`src/rtl/alu_wb_stage_if.sv`:
```
// Bundle between the ALU execute stage, the write-back stage and the register file / PC unit.
// Data width and flag layout come from the DATA_W / FR_FLAG_W / *_FLAG macros (defaults below).
`ifndef DATA_W
  `define DATA_W 16
`endif
`ifndef FR_FLAG_W
  `define FR_FLAG_W 4
`endif
`ifndef N_FLAG
  `define N_FLAG 3
`endif
`ifndef Z_FLAG
  `define Z_FLAG 2
`endif
`ifndef C_FLAG
  `define C_FLAG 1
`endif
`ifndef V_FLAG
  `define V_FLAG 0
`endif

interface alu_wb_stage_if #(
  parameter int REG_ADDR_W = 3,
  parameter int COND_W     = 4
);
  // Handshake: a transfer happens on a rising edge where valid & ready are both high.
  // A producer that raises valid holds it and its payload steady until that transfer.
  logic                    ex_valid;
  logic                    ex_ready;
  logic [`DATA_W-1:0]      ex_y;
  logic [`FR_FLAG_W-1:0]   ex_flags;
  logic                    ex_flag_we;
  logic [REG_ADDR_W-1:0]   ex_rd;
  logic                    ex_rd_we;
  logic                    ex_is_br;
  logic [COND_W-1:0]       ex_cond;
  logic [`DATA_W-1:0]      ex_br_target;

  logic                    wb_valid;
  logic                    wb_ready;
  logic [`DATA_W-1:0]      wb_data;
  logic [REG_ADDR_W-1:0]   wb_rd;
  logic                    wb_we;

  logic [`FR_FLAG_W-1:0]   fr;
  logic                    br_taken;
  logic [`DATA_W-1:0]      br_target;

  modport slave (
    input  ex_valid, ex_y, ex_flags, ex_flag_we, ex_rd, ex_rd_we, ex_is_br, ex_cond,
           ex_br_target, wb_ready,
    output ex_ready, wb_valid, wb_data, wb_rd, wb_we, fr, br_taken, br_target
  );

  modport master (
    output ex_valid, ex_y, ex_flags, ex_flag_we, ex_rd, ex_rd_we, ex_is_br, ex_cond,
           ex_br_target, wb_ready,
    input  ex_ready, wb_valid, wb_data, wb_rd, wb_we, fr, br_taken, br_target
  );
endinterface

```
`src/rtl/alu_wb_stage.sv`:
```
// Execute->write-back pipeline register, architectural flag register and branch resolution.
// Optional WB_SKID_EN macro: 2-entry skid buffer with a registered ex_ready.
`ifndef DATA_W
  `define DATA_W 16
`endif
`ifndef FR_FLAG_W
  `define FR_FLAG_W 4
`endif
`ifndef N_FLAG
  `define N_FLAG 3
`endif
`ifndef Z_FLAG
  `define Z_FLAG 2
`endif
`ifndef C_FLAG
  `define C_FLAG 1
`endif
`ifndef V_FLAG
  `define V_FLAG 0
`endif

module alu_wb_stage #(
  parameter int REG_ADDR_W = 3,
  parameter int COND_W     = 4
) (
  input logic            clk,
  input logic            rst,
  alu_wb_stage_if.slave  bus
);

  localparam int DW = `DATA_W;
  localparam int FW = `FR_FLAG_W;

  logic                  ex_ready_w;
  logic                  accept;
  logic                  rel;
  logic                  taken;

  logic                  wb_valid_q, wb_valid_d;
  logic [DW-1:0]         wb_data_q, wb_data_d;
  logic [REG_ADDR_W-1:0] wb_rd_q, wb_rd_d;
  logic                  wb_rd_we_q, wb_rd_we_d;
  logic [FW-1:0]         fr_q, fr_d;
  logic                  br_taken_q, br_taken_d;
  logic [DW-1:0]         br_target_q, br_target_d;

`ifdef WB_SKID_EN
  logic                  sk_valid_q, sk_valid_d;
  logic [DW-1:0]         sk_data_q, sk_data_d;
  logic [REG_ADDR_W-1:0] sk_rd_q, sk_rd_d;
  logic                  sk_rd_we_q, sk_rd_we_d;

  // Ready depends only on skid occupancy, so wb_ready never reaches ex_ready combinationally.
  assign ex_ready_w = ~sk_valid_q;
`else
  assign ex_ready_w = ~wb_valid_q | bus.wb_ready;
`endif

  assign accept = bus.ex_valid & ex_ready_w;
  assign rel    = wb_valid_q & bus.wb_ready;

  // C is a borrow flag after SUB, so HI is ~C & ~Z rather than the ARM carry polarity.
  function automatic logic cond_true(input logic [COND_W-1:0] cond, input logic [FW-1:0] f);
    logic n, z, c, v;
    n = f[`N_FLAG];
    z = f[`Z_FLAG];
    c = f[`C_FLAG];
    v = f[`V_FLAG];
    case (int'(cond))
      0:       cond_true = 1'b1;
      1:       cond_true = z;
      2:       cond_true = ~z;
      3:       cond_true = c;
      4:       cond_true = ~c;
      5:       cond_true = n;
      6:       cond_true = ~n;
      7:       cond_true = v;
      8:       cond_true = ~v;
      9:       cond_true = (n == v);
      10:      cond_true = (n != v);
      11:      cond_true = ~z & (n == v);
      12:      cond_true = z | (n != v);
      13:      cond_true = ~c & ~z;
      14:      cond_true = c | z;
      default: cond_true = 1'b0;
    endcase
  endfunction

  always_comb begin
    wb_valid_d = wb_valid_q;
    wb_data_d  = wb_data_q;
    wb_rd_d    = wb_rd_q;
    wb_rd_we_d = wb_rd_we_q;
`ifdef WB_SKID_EN
    sk_valid_d = sk_valid_q;
    sk_data_d  = sk_data_q;
    sk_rd_d    = sk_rd_q;
    sk_rd_we_d = sk_rd_we_q;
    if (sk_valid_q) begin
      // Skid full means ex_ready is low: only draining happens this cycle.
      if (rel) begin
        wb_data_d  = sk_data_q;
        wb_rd_d    = sk_rd_q;
        wb_rd_we_d = sk_rd_we_q;
        sk_valid_d = 1'b0;
      end
    end else if (!wb_valid_q || rel) begin
      wb_valid_d = accept;
      if (accept) begin
        wb_data_d  = bus.ex_y;
        wb_rd_d    = bus.ex_rd;
        wb_rd_we_d = bus.ex_rd_we;
      end
    end else if (accept) begin
      sk_valid_d = 1'b1;
      sk_data_d  = bus.ex_y;
      sk_rd_d    = bus.ex_rd;
      sk_rd_we_d = bus.ex_rd_we;
    end
`else
    if (accept) begin
      wb_valid_d = 1'b1;
      wb_data_d  = bus.ex_y;
      wb_rd_d    = bus.ex_rd;
      wb_rd_we_d = bus.ex_rd_we;
    end else if (rel) begin
      wb_valid_d = 1'b0;
    end
`endif
    // Branch sees the flags as they were before this instruction's own flag update.
    taken       = accept & bus.ex_is_br & cond_true(bus.ex_cond, fr_q);
    br_taken_d  = taken;
    br_target_d = taken ? bus.ex_br_target : br_target_q;
    fr_d        = (accept & bus.ex_flag_we) ? bus.ex_flags : fr_q;
  end

  always_ff @(posedge clk) begin
    if (rst) begin
      wb_valid_q  <= 1'b0;
      wb_data_q   <= '0;
      wb_rd_q     <= '0;
      wb_rd_we_q  <= 1'b0;
      fr_q        <= '0;
      br_taken_q  <= 1'b0;
      br_target_q <= '0;
`ifdef WB_SKID_EN
      sk_valid_q  <= 1'b0;
      sk_data_q   <= '0;
      sk_rd_q     <= '0;
      sk_rd_we_q  <= 1'b0;
`endif
    end else begin
      wb_valid_q  <= wb_valid_d;
      wb_data_q   <= wb_data_d;
      wb_rd_q     <= wb_rd_d;
      wb_rd_we_q  <= wb_rd_we_d;
      fr_q        <= fr_d;
      br_taken_q  <= br_taken_d;
      br_target_q <= br_target_d;
`ifdef WB_SKID_EN
      sk_valid_q  <= sk_valid_d;
      sk_data_q   <= sk_data_d;
      sk_rd_q     <= sk_rd_d;
      sk_rd_we_q  <= sk_rd_we_d;
`endif
    end
  end

  assign bus.ex_ready  = ex_ready_w;
  assign bus.wb_valid  = wb_valid_q;
  assign bus.wb_data   = wb_data_q;
  assign bus.wb_rd     = wb_rd_q;
  assign bus.wb_we     = wb_valid_q & wb_rd_we_q;
  assign bus.fr        = fr_q;
  assign bus.br_taken  = br_taken_q;
  assign bus.br_target = br_target_q;

endmodule
```
`src/flat_wrapper.sv`:
```
// flat-port wrapper written by rule: the top's interface ports become plain ports
module alu_wb_stage_flat 
#(
  parameter int REG_ADDR_W = 3,
  parameter int COND_W     = 4
)
  (clk, rst, bus_ex_valid, bus_ex_y, bus_ex_flags, bus_ex_flag_we, bus_ex_rd, bus_ex_rd_we, bus_ex_is_br, bus_ex_cond, bus_ex_br_target, bus_wb_ready, bus_ex_ready, bus_wb_valid, bus_wb_data, bus_wb_rd, bus_wb_we, bus_fr, bus_br_taken, bus_br_target);
  alu_wb_stage_if #(.REG_ADDR_W(REG_ADDR_W), .COND_W(COND_W)) bus_i ();
  input logic clk;
  input logic rst;
  input wire logic [$bits(bus_i.ex_valid)-1:0] bus_ex_valid;
  input wire logic [$bits(bus_i.ex_y)-1:0] bus_ex_y;
  input wire logic [$bits(bus_i.ex_flags)-1:0] bus_ex_flags;
  input wire logic [$bits(bus_i.ex_flag_we)-1:0] bus_ex_flag_we;
  input wire logic [$bits(bus_i.ex_rd)-1:0] bus_ex_rd;
  input wire logic [$bits(bus_i.ex_rd_we)-1:0] bus_ex_rd_we;
  input wire logic [$bits(bus_i.ex_is_br)-1:0] bus_ex_is_br;
  input wire logic [$bits(bus_i.ex_cond)-1:0] bus_ex_cond;
  input wire logic [$bits(bus_i.ex_br_target)-1:0] bus_ex_br_target;
  input wire logic [$bits(bus_i.wb_ready)-1:0] bus_wb_ready;
  output wire logic [$bits(bus_i.ex_ready)-1:0] bus_ex_ready;
  output wire logic [$bits(bus_i.wb_valid)-1:0] bus_wb_valid;
  output wire logic [$bits(bus_i.wb_data)-1:0] bus_wb_data;
  output wire logic [$bits(bus_i.wb_rd)-1:0] bus_wb_rd;
  output wire logic [$bits(bus_i.wb_we)-1:0] bus_wb_we;
  output wire logic [$bits(bus_i.fr)-1:0] bus_fr;
  output wire logic [$bits(bus_i.br_taken)-1:0] bus_br_taken;
  output wire logic [$bits(bus_i.br_target)-1:0] bus_br_target;
  assign bus_i.ex_valid = bus_ex_valid;
  assign bus_i.ex_y = bus_ex_y;
  assign bus_i.ex_flags = bus_ex_flags;
  assign bus_i.ex_flag_we = bus_ex_flag_we;
  assign bus_i.ex_rd = bus_ex_rd;
  assign bus_i.ex_rd_we = bus_ex_rd_we;
  assign bus_i.ex_is_br = bus_ex_is_br;
  assign bus_i.ex_cond = bus_ex_cond;
  assign bus_i.ex_br_target = bus_ex_br_target;
  assign bus_i.wb_ready = bus_wb_ready;
  assign bus_ex_ready = bus_i.ex_ready;
  assign bus_wb_valid = bus_i.wb_valid;
  assign bus_wb_data = bus_i.wb_data;
  assign bus_wb_rd = bus_i.wb_rd;
  assign bus_wb_we = bus_i.wb_we;
  assign bus_fr = bus_i.fr;
  assign bus_br_taken = bus_i.br_taken;
  assign bus_br_target = bus_i.br_target;
  alu_wb_stage #(.REG_ADDR_W(REG_ADDR_W), .COND_W(COND_W)) u_core (.clk(clk), .rst(rst), .bus(bus_i));
endmodule
```
`config.mk`:
```
export PLATFORM = sky130hd
export DESIGN_NAME = alu_wb_stage_flat
export DESIGN_NICKNAME = d
export VERILOG_FILES = /design/src/rtl/alu_wb_stage_if.sv /design/src/rtl/alu_wb_stage.sv /design/src/flat_wrapper.sv
export SDC_FILE = /design/constraint.sdc
export NUM_CORES = 1
export LEC_CHECK = 0
export CAP_MARGIN = 20
export CORE_MARGIN = 2
export CORE_UTILIZATION = 43
export CTS_CLUSTER_DIAMETER = 120
export DETAILED_ROUTE_END_ITERATION = 7
export PLACE_DENSITY = 0.8
export REMOVE_ABC_BUFFERS = 1
export SKIP_CTS_REPAIR_TIMING = 1
export SYNTH_ARGS = -nofsm -noshare
export SYNTH_HDL_FRONTEND = slang
export SYNTH_SLANG_ARGS = --single-unit
```
`constraint.sdc`:
```
create_clock -name clk -period 2.3 [get_ports clk]
set_input_delay 0.23 -clock clk [delete_from_list [all_inputs] [get_ports clk]]
set_output_delay 0.23 -clock clk [all_outputs]
set_load 0.01 [all_outputs]
```
# == After elaboration in Yosys (flattened, before gate mapping) ==
# Cells that the tools add are included.
# classes
n_eq_ne,16
muxes,3
bitwise,16
n_reduce_logical,2
# op_table
cell,n
== test 4 bit (second input constant),7
== test 4 x 3 -> 1 bit (second input constant),4
case mux 1 bit (15 select lines),1
AND 1 bit,8
== test 4 x 2 -> 1 bit (second input constant),2
inverter 1 bit,5
== test 4 x 1 -> 1 bit (second input constant),1
zero test 4 bit,1
OR 1 bit,3
two-way mux 1 bit,2
nonzero test 2 bit,1
== test 1 bit,1
!= test 1 bit,1
# word_totals
reg_bits,42
inputBits,50
output_inout_bits,43
wordCells,44

# == Depth between registers and ports, before layout ==
# depth
ltp_word,5
depth_mapped,8
ltp_nobuf,5

# == Worst setup path before layout ==
# No wires, ideal clock.
# synth_timing
kind,register to register
from,"reg u_core.fr_q[3], in the netlist u_core.bus.fr[3]"
to,"reg u_core.br_target_q[10], in the netlist u_core.bus.br_target[10]"
setup_time_ns,0.125
arrival_ns,1.795
required_time_ns,2.175
setup_slack_ns,0.380
stages_incl_launch_ff,7
n_path_buf,1
synth_period_minus_slack_ns,1.920
cell_sequence,dfxtp_1 -> mux2_2 -> a221o_1 -> a22o_4 -> buf_12 -> a22oi_2 -> nand3_1
# synth_between
elab_chain_cells,4
word_cells_on_any_way,7
cone_classes,2 x eq/ne; 1 x mux; 4 x bitwise
# synth_lines
element,line,rtl
start: declaration,alu_wb_stage.sv:43,"logic [FW-1:0] fr_q, fr_d;"
start signal: assignment,alu_wb_stage.sv:157,fr_q <= fr_d;
!= test 1 bit or == test 1 bit (tied branches),n/a,
OR 1 bit or AND 1 bit (tied branches),"alu_wb_stage.sv:82, alu_wb_stage.sv:81",
case mux 1 bit (15 select lines) *,alu_wb_stage.sv:69,case (int'(cond))
AND 1 bit *,alu_wb_stage.sv:131,"taken = accept & bus.ex_is_br & cond_true(bus.ex_cond, fr_q);"
end signal: assignment,alu_wb_stage.sv:159,br_target_q <= br_target_d;
end: declaration,alu_wb_stage.sv:45,"logic [DW-1:0] br_target_q, br_target_d;"
# Mark *: on every way between the ends. The rest lies on a longest branch, timed or not.
# A chain may end at the register's enable or synchronous reset.

# == Final worst setup path ==
# layout_timing
from,"reg u_core.fr_q[3], in the netlist u_core.bus.fr[3]"
to,"reg u_core.br_target_q[0], in the netlist u_core.bus.br_target[0]"
# Same word-level chain as after synthesis.

==> flow_metrics.tcl <==
set metrics [dict create \
    avgSynthCellArea_um2 8.199 \
    p_comb_share_pct 26.4 \
    startpoint_type "register" \
    yosysTopAreaCell "dfxtp_1" \
    synthAdderAreaFrac_pct 0 \
    final_hold_viol_count 0 \
    r2r_cells 5 \
    nets 409 \
    yosysMostFrequentCell "nand2_1" \
    fin_cells 430 \
    r2r-start "u_core.bus.fr[3]" \
    synthArstFlopShare_pct 0 \
    top_usage_layer "met2" \
    wire_per_inst_um 14.44 \
    synth_top_family_by_area "simple AND/OR/NAND/NOR gates" \
    cts.sinks 42 \
    min_period_over_period_pct 91.65 \
    insertion_delay_ns 0.29 \
    syn_inst 273 \
    diodes 0 \
    initial_core_util_pct 44.11 \
    core_um2 5075 \
    met1_usage_pct 27.37 \
    antenna_found_initial 0 \
    vias 2342 \
    synth_top_area_share_pct 37.56 \
    power_switching_uw 495.8 \
    use_met3_pct 5.095 \
    drc_errors 0 \
    synth-seq-cells 42 \
    gp_congestion 0.7514 \
    crit_start "u_core.bus.fr[3]" \
    htreeDepth 2 \
    clk_pin_slew_ns 0.09 \
    synth_area_leaders "dfxtp_1 (38%), nand2_1 (8.0%), a21oi_1 (5.6%)" \
    vdd_drop_max_mv 0.3000 \
    via_per_inst 5.447 \
    critPathMaxStageDelay_ns 0.81 \
    worstMarginPinSlew_ns 0.9916 \
    seqPwrFrac_pct 46.5 \
    required_ns 2.54 \
    synth_common_cells "nand2_1 (48), dfxtp_1 (42), a21oi_1 (25)" \
    crit_arrival_ns 2.35 \
    fin_util_pct 65.56 \
    yosysSeqAreaShare_pct 37.56 \
    area_growth_pct 48.63 \
    synth_xor_area_share_pct 0.3913 \
    die-area_um2 5799 \
    drive_gt1_share_pct 10.28 \
    gr-usage-all-layers_pct 21.33 \
    max_freq_mhz 474.4 \
    worstPathMaxFanout 16 \
    cts-root-buf "clkbuf_8" \
    synth_compound_area_share_pct 23.14 \
    swShare_pct 28.48 \
    fill_cells 454 \
    drv_slew 0 \
    fin_tns_setup_ns 0 \
    synthSimpleGateAreaFrac_pct 31.47 \
    synthMuxAreaShare_pct 1.453 \
    grt-ovfl-total 0 \
    synth_enable_flop_cells 0 \
    netlist_area_um2 2238 \
    power.density_nw_per_um2 523.3 \
    die_w_um 76.15 \
    hp-start "u_core.wb_rd_we_q" \
    drtIter0Drc 109 \
    ant_nets 0 \
    finalClockSkew_ns 0.01012 \
    clk_path_buf_depth 2 \
    synth-main-ff-cell "dfxtp_1" \
    crit_chain "xor2_1, o2bb2a_1, o32ai_2, o21ai_0, nand3_1" \
    place_inst 422 \
    cts_inserted_buffers 5 \
    pin_count 93 \
    synthDistinctLibCells 42 \
    drt-pass1-iter-count 4 \
    crit_type "reg -> reg" \
    use_met2_pct 36.07 \
    grt_max_degree 41 \
    yosys_warnings 0 \
    power.internal_uw 1245 \
    dp.final_hpwl_um 4339 \
    grt_pass1_vias 2174 \
    cts_tree "done" \
    min_path_type "reg -> reg" \
    setup_viol_count_final 0 \
    p_leak_uw 0.001199 \
    grt_pass1_wl_um 10270 \
    power_frac_clock_pct 27.1 \
    rsz0062_at_grt "false" \
    max-slew-margin-rel_pct 33.89 \
    critPathSlowestCell "o32ai_2" \
    die_h_um 76.15 \
    maxCapViolCount 0 \
    endpoint_kind "register" \
    hold_depth 2 \
    post-route-min-period_ns 2.108 \
    fp-row-count 26 \
    outcome "finished clean" \
    port_buffers 92 \
    drt_wl_total_um 6210 \
]
-- state kept, by name (all words and copies together) (netlist names) --
register and cells:
u_core.bus.br_target 16, u_core.bus.wb_data 16, u_core.bus.fr 4, u_core.bus.wb_rd 3, u_core.bus.br_taken 1, u_core.bus.wb_valid 1, u_core.wb_rd_we_q 1
-- cell usage in the layout (no fill, tap or decap), types with 2 or more instances in the layout --
master           instances
clkbuf_8                 5
buf_12                   2
dfxtp_1                 42
mux2_2                   2
nor3b_1                 16
and2_1                   2
o21ai_0                 16
a21oi_1                 25
nor2b_1                 19
buf_4                    9
inv_1                    2
nand2_1                 48
nand4_1                 16
nand2b_1                 3
a22oi_2                 10
clkdlybuf4s50_1         91
nand3_1                 20
a22oi_1                  6
-- metrics by stage --
stage | area (µm²) | hold slack (ns) | power, µW | setup slack (ns)
4_1_cts | 3327 | 0.4545 | 1761 | 0.2309
3_5_place_dp | 3241 | 0.4429 | 1284 | -0.06570
5_1_grt | 3327 | 0.4725 | 1829 | 0.02548
3_3_place_gp | 3241 | 0.4381 | 1276 | 0.03769
2_1_floorplan | 2112 | 0.2991 | 1008 | -0.2552
6_report | 3327 | 0.4526 | 1741 | 0.1920
-- routing by layer --
layer,up-vias,part of all wire [%]
met1,1080,46
met3,2,7.5
met2,108,46
li1,1152,-
met5,-,0
met4,0,0.29
-- worst max-delay path: cells and delay by family (launching register included) --
family | cells | cell delay [ns]
AOI/OAI and AO/OA | 3 | 1.34
DFF | 1 | 0.47
xor gates and xnor gates | 1 | 0.13
and+or+nand+nor | 1 | 0.12
-- area by class of cell --
class	instances	area, µm²	share of cell area, %
flip-flops and latches	42	840.8	25.27
multi-input cells	205	1281	38.51
clock inverters	2	13.76	0.4137
clock buffers	6	72.57	2.181
repair buffers	103	1023	30.76
inverters	2	7.507	0.2256
well taps	70	87.58	2.633
-- logic make-up (layout without fill, tap and decap cells) --
family,after synthesis,in the layout
buffers and inverters,26,113
AO/OA/AOI/OAI,70,70
AND/OR/NAND/NOR,131,131
XOR/XNOR,1,1
flip-flops,42,42
multiplexers,3,3
-- power by group through the flow --
stage	registers [µW]	logic [µW]	clock network, µW
after detailed placement	825	460	0
after floorplan	845	163	0
after global placement	825	450	0
after global routing	817	494	517
after CTS	809	462	490
final	810	459	472
-- path summary, 6_finish.rpt --
kind / slack (ns) / endpoint
worst min-delay path: 0.45 / u_core.wb_rd_we_q
worst max-delay path: 0.19 / u_core.bus.br_target[0]
worst max register to register: 0.19 / u_core.bus.br_target[0]
worst min register to register: 0.45 / u_core.wb_rd_we_q
(Power assumes the default switching activity.)
